==> config.mk <==
export PLATFORM = sky130hd
export DESIGN_NAME = pc_stack_unit
export DESIGN_NICKNAME = d
export VERILOG_FILES = /design/src/rtl/pc_stack_unit.sv
export SDC_FILE = /design/constraint.sdc
export NUM_CORES = 1
export LEC_CHECK = 0
export ABC_CLOCK_PERIOD_IN_PS = 7750
export CORE_UTILIZATION = 60
export DETAILED_ROUTE_END_ITERATION = 8
export PLACE_DENSITY = 0.9
export SYNTH_ARGS = -nofsm -noshare
export SYNTH_HDL_FRONTEND = slang
export SYNTH_SLANG_ARGS = --single-unit
==> constraint.sdc <==
create_clock -name clk -period 7.75 [get_ports clk]
set_input_delay 2.325 -clock clk [delete_from_list [all_inputs] [get_ports clk]]
set_output_delay 2.325 -clock clk [all_outputs]
set_load 0.1 [all_outputs]
==> src/rtl/pc_stack_unit.sv <==
// pc_stack_unit: program counter, PC+1 incrementer and a DEPTH-entry
// circular return-address stack with sticky overflow/underflow flags.
// Ports:
//   clk, reset_n            clock, asynchronous active-low reset
//   en                      advance enable (0 = stall; only restore_push acts)
//   op, cond, target        per-cycle PC operation, branch condition, destination
//   restore_push/_data      context-restore push, honoured only while stalled
//   clear_err               clears the sticky error flags
//   pc, pc_plus1            current PC and its combinational increment
//   ra_top, depth           top-of-stack entry and number of valid entries
//   overflow, underflow     sticky push-when-full / pop-when-empty flags
module pc_stack_unit #(
   parameter int unsigned      WIDTH     = 16,
   parameter int unsigned      DEPTH     = 8,
   parameter logic [WIDTH-1:0] RESET_VEC = '0
) (
   input  logic                     clk,
   input  logic                     reset_n,
   input  logic                     en,
   input  logic [2:0]               op,
   input  logic                     cond,
   input  logic [WIDTH-1:0]         target,
   input  logic                     restore_push,
   input  logic [WIDTH-1:0]         restore_data,
   input  logic                     clear_err,
   output logic [WIDTH-1:0]         pc,
   output logic [WIDTH-1:0]         pc_plus1,
   output logic [WIDTH-1:0]         ra_top,
   output logic [$clog2(DEPTH):0]   depth,
   output logic                     overflow,
   output logic                     underflow
);

   localparam int unsigned PW = $clog2(DEPTH);
   localparam int unsigned DW = PW + 1;

   localparam logic [2:0] OP_SEQ    = 3'b000;
   localparam logic [2:0] OP_JUMP   = 3'b001;
   localparam logic [2:0] OP_BRANCH = 3'b010;
   localparam logic [2:0] OP_CALL   = 3'b011;
   localparam logic [2:0] OP_RET    = 3'b100;

   logic [WIDTH-1:0] pc_q, pc_d;
   logic [WIDTH-1:0] ra_top_q, ra_top_d;
   logic [DW-1:0]    depth_q, depth_d;
   logic [PW-1:0]    ptr_q, ptr_d;
   logic             overflow_q, overflow_d;
   logic             underflow_q, underflow_d;
   logic [WIDTH-1:0] mem_q [DEPTH];

   logic             push, pop;
   logic [WIDTH-1:0] push_data;
   logic             full, empty;

   assign full     = (depth_q == DW'(DEPTH));
   assign empty    = (depth_q == '0);
   assign pc_plus1 = pc_q + WIDTH'(1);

   // Operation decode: selects next PC and whether the stack pushes or pops.
   always_comb begin
      pc_d      = pc_q;
      push      = 1'b0;
      pop       = 1'b0;
      push_data = pc_plus1;
      if (en) begin
         case (op)
            OP_SEQ:    pc_d = pc_plus1;
            OP_JUMP:   pc_d = target;
            OP_BRANCH: pc_d = cond ? target : pc_plus1;
            OP_CALL: begin
               push = 1'b1;
               pc_d = target;
            end
            OP_RET: begin
               pop  = 1'b1;
               pc_d = empty ? RESET_VEC : mem_q[ptr_q];
            end
            default: pc_d = pc_q;
         endcase
      end else if (restore_push) begin
         push      = 1'b1;
         push_data = restore_data;
      end
   end

   // Stack pointer/depth/flags. A full push advances the pointer onto the
   // oldest slot, so the circular buffer overwrites it naturally.
   always_comb begin
      ptr_d       = ptr_q;
      depth_d     = depth_q;
      overflow_d  = overflow_q & ~clear_err;
      underflow_d = underflow_q & ~clear_err;
      if (push) begin
         ptr_d = ptr_q + PW'(1);
         if (full) overflow_d = 1'b1;
         else      depth_d    = depth_q + DW'(1);
      end else if (pop) begin
         if (empty) begin
            underflow_d = 1'b1;
         end else begin
            ptr_d   = ptr_q - PW'(1);
            depth_d = depth_q - DW'(1);
         end
      end
   end

   // Next top-of-stack value, registered so ra_top only moves on an edge.
   always_comb begin
      ra_top_d = RESET_VEC;
      if (depth_d != '0) ra_top_d = push ? push_data : mem_q[ptr_d];
   end

   always_ff @(posedge clk or negedge reset_n) begin
      if (!reset_n) begin
         pc_q        <= RESET_VEC;
         ra_top_q    <= RESET_VEC;
         depth_q     <= '0;
         ptr_q       <= '0;
         overflow_q  <= 1'b0;
         underflow_q <= 1'b0;
      end else begin
         pc_q        <= pc_d;
         ra_top_q    <= ra_top_d;
         depth_q     <= depth_d;
         ptr_q       <= ptr_d;
         overflow_q  <= overflow_d;
         underflow_q <= underflow_d;
      end
   end

   // Stack storage is not reset; depth alone defines which entries are valid.
   always_ff @(posedge clk) begin
      if (push) mem_q[ptr_d] <= push_data;
   end

   assign pc        = pc_q;
   assign ra_top    = ra_top_q;
   assign depth     = depth_q;
   assign overflow  = overflow_q;
   assign underflow = underflow_q;

endmodule

==> summary.txt <==
hold path depth - 2
Primary FF master, synth - edfxtp_1
crit start category - flop
setup TNS - 0 ns
warnings from Yosys - 0
Area growth, synth to finish - 19.0%
Reg power frac - 29.1%
final net count - 690
detailed placement HPWL - 14300 microns
FP Rows - 43
Starting Density - 61.7%
Clk Latency, worst-skew pair - 0.43 ns
R2R Path End - ra_top[1]
Clock power frac - 18.9%
Clock Sinks - 169
worst slew pin tran - 1.14 ns
Max Cap Viol - 0
max-slew violation count - 0
most common cell after layout, fill and taps aside - edfxtp_1
DRC Markers - 0
buffers added on ports - 94
largest net degree at the start of global routing - 43
CP Capture Type - output pin
Hold WC Path Type - reg -> reg
first-pass GRT wire length - 35000 microns
crit path from - pc[2]
Die H - 122 microns
die area - 14800 sq um
sw frac - 45.7%
Antenna Cells - 0
period utilization - 76.3%
R2R Path Start - depth[0]
status - finished, final reports clean
Post-Syn Instances - 557
clk_skew - 0.0113 ns
vias in the first global route - 5892
Layout fillers - 765
Root Buffer - clkbuf_16
critical hold path startpoint - underflow
hold buffer count at CTS - 0
Core Region - 13900 sq um
worst path required time - 5.43 ns
critical path arrival - 3.59 ns
RSZ-0062 raised after global routing - false
Logic pwr share - 52.0%
GRT overflow - 0
# H-tree levels - 4
crit path max fanout - 7
Post-synth EDFFs - 128
async set-reset flop share out of synthesis - 24.3%
Resized Gates After CTS - 0
layout cells sized above 1 - 24.5%
final wirelength - 23600 microns
Worst slew margin - 23.6%
via count - 6068
Fin. Hold Viols - 0
Min-Delay Endpoint - underflow
Tot Pwr - 4610 uW
drt pass-1 iters - 7
cells on worst reg2reg path - 10
Setup CP Type - reg -> out
clk buf depth - 2
register area share after synthesis - 56.7%
fmax - 0.169 GHz
num ports - 95
Placer Congestion - 0.973
cell area after synthesis - 8600 sq um
Iter 0 DRT Violations - 953
Via density - 7.25
most frequent cells in the layout - 128 x edfxtp_1, 93 x clkdlybuf4s50_1, 51 x mux4_2
TritonCTS Buffers - 17
power per cell area - 451 nW/um^2
clk slew on worst S/H paths - 0.07 ns
min Tclk post-route - 5.91 ns
Yosys reg bits - 169
Die Wd - 122 microns
DR WL/cell - 28.2 microns
antenna violations before repair - 0
Lkg Pwr - 0.00353 uW
Yosys cell types - 64
Routed Antenna Nets - 0
CTS tree - yes
P_sw - 2110 uW
R2R Setup Slk - 3.81 ns
Pint - 2500 uW
Post-CTS Setup Bufs - 0
All-Layer GR Usage - 33.4%
Mean Syn Cell Area - 15.4 sq um
Max VDD drop - 0.236 mV
final setup vio count - 0
Post-Synthesis Net Count - 603
==> per-layer routing <==
| layer | global-route usage [%] | routed length [microns] | up-vias |
|---|---|---|---|
| met3 | 8.90 | 3000 | 102 |
| met2 | 52.7 | 11400 | 557 |
| met1 | 42.7 | 8110 | 2974 |
| met4 | 17.8 | 1050 | 0 |
| li1 | - | - | 2435 |
| met5 | 0 | 0 | - |
==> registers in the layout (all words and copies together) (netlist names) <==
name	cells
depth	4
ra_top	16
underflow	1
ptr_q	3
overflow	1
pc	16
mem_q	128
==> cells by family after synthesis <==
family,Yosys count,share of synthesized area [%]
adder cells (fa/ha/maj),5,0.728
flip-flops,169,56.7
AO/OA/AOI/OAI,86,6.81
XOR/XNOR,17,1.82
AND/OR/NAND/NOR,130,8.95
buffers and inverters,55,4.03
multiplexers,95,21.0
==> critical path, cell delays in order (launching register included) <==
cell and delay (ns):
dfrtp_1 0.48, and4_1 0.32, nand2_1 0.18, nor3_1 0.28, xor2_1 0.64, clkdlybuf4s50_1 1.26
==> area by class of cell <==
cell class	count	area [sq um]	area share, %
clock inverters	13	169	1.65
multi-input cells	333	3440	33.6
inverters	15	57.6	0.562
flip-flops and latches	169	4870	47.6
clock buffers	19	433	4.23
well taps	180	225	2.20
repair buffers	108	1040	10.2
==> power by group through the flow <==
stage / combinational, uW / sequential (uW) / clock, uW
floorplan: 1300 / 1850 / 0
global placement: 2270 / 1340 / 0
detailed placement: 2330 / 1350 / 0
CTS: 2370 / 1340 / 874
global route: 2480 / 1350 / 903
finish: 2400 / 1340 / 870
==> cells in the mapped netlist (all sizes together), types with 2 or more instances <==
library cell | n | share of area [%]
a211oi | 4 | 0.35
a21oi | 15 | 0.87
a221oi | 5 | 0.51
a222oi | 11 | 1.3
a31oi | 2 | 0.22
and2 | 3 | 0.23
and3 | 4 | 0.29
and4 | 5 | 0.52
buf | 23 | 2.5
clkbuf | 17 | 0.82
dfrtp | 41 | 12
edfxtp | 128 | 45
ha | 5 | 0.73
inv | 14 | 0.61
mux2 | 30 | 3.9
mux2i | 3 | 0.35
mux4 | 62 | 17
nand2 | 33 | 1.5
nand3 | 8 | 0.47
nand4 | 4 | 0.29
nor2 | 27 | 1.2
nor3 | 25 | 2.0
nor3b | 3 | 0.32
nor4 | 7 | 0.83
o21ai | 21 | 1.2
o221ai | 2 | 0.28
o22ai | 22 | 1.6
or3 | 2 | 0.15
xnor2 | 13 | 1.4
xor2 | 4 | 0.41
==> worst max-delay path by stage <==
stage | slack (ns) | cells after the start | endpoint
2_1_floorplan | 2.06 | 4 | pc_plus1[11]
4_1_cts | 1.90 | 5 | pc_plus1[12]
5_1_grt | 1.61 | 9 | ra_top[1]
3_5_place_dp | 1.60 | 9 | ra_top[9]
6_report | 1.84 | 5 | pc_plus1[12]
3_3_place_gp | 1.74 | 9 | ra_top[1]
==> metrics by stage <==
| stage | utilization [%] | worst slack (ns) | std cells | cell area [sq um] | hold WS, ns |
|---|---|---|---|---|---|
| 3_3_place_gp | 69.1 | 1.74 | 805 | 9630 | 0.519 |
| 3_5_place_dp | 69.1 | 1.60 | 805 | 9630 | 0.539 |
| 6_report | 73.4 | 1.84 | 837 | 10200 | 0.545 |
| 4_1_cts | 73.4 | 1.90 | 837 | 10200 | 0.550 |
| 5_1_grt | 73.4 | 1.61 | 837 | 10200 | 0.578 |
| 2_1_floorplan | - | 2.06 | 557 | 8600 | 0.626 |
No activity file was read; power rests on OpenSTA's default activity.
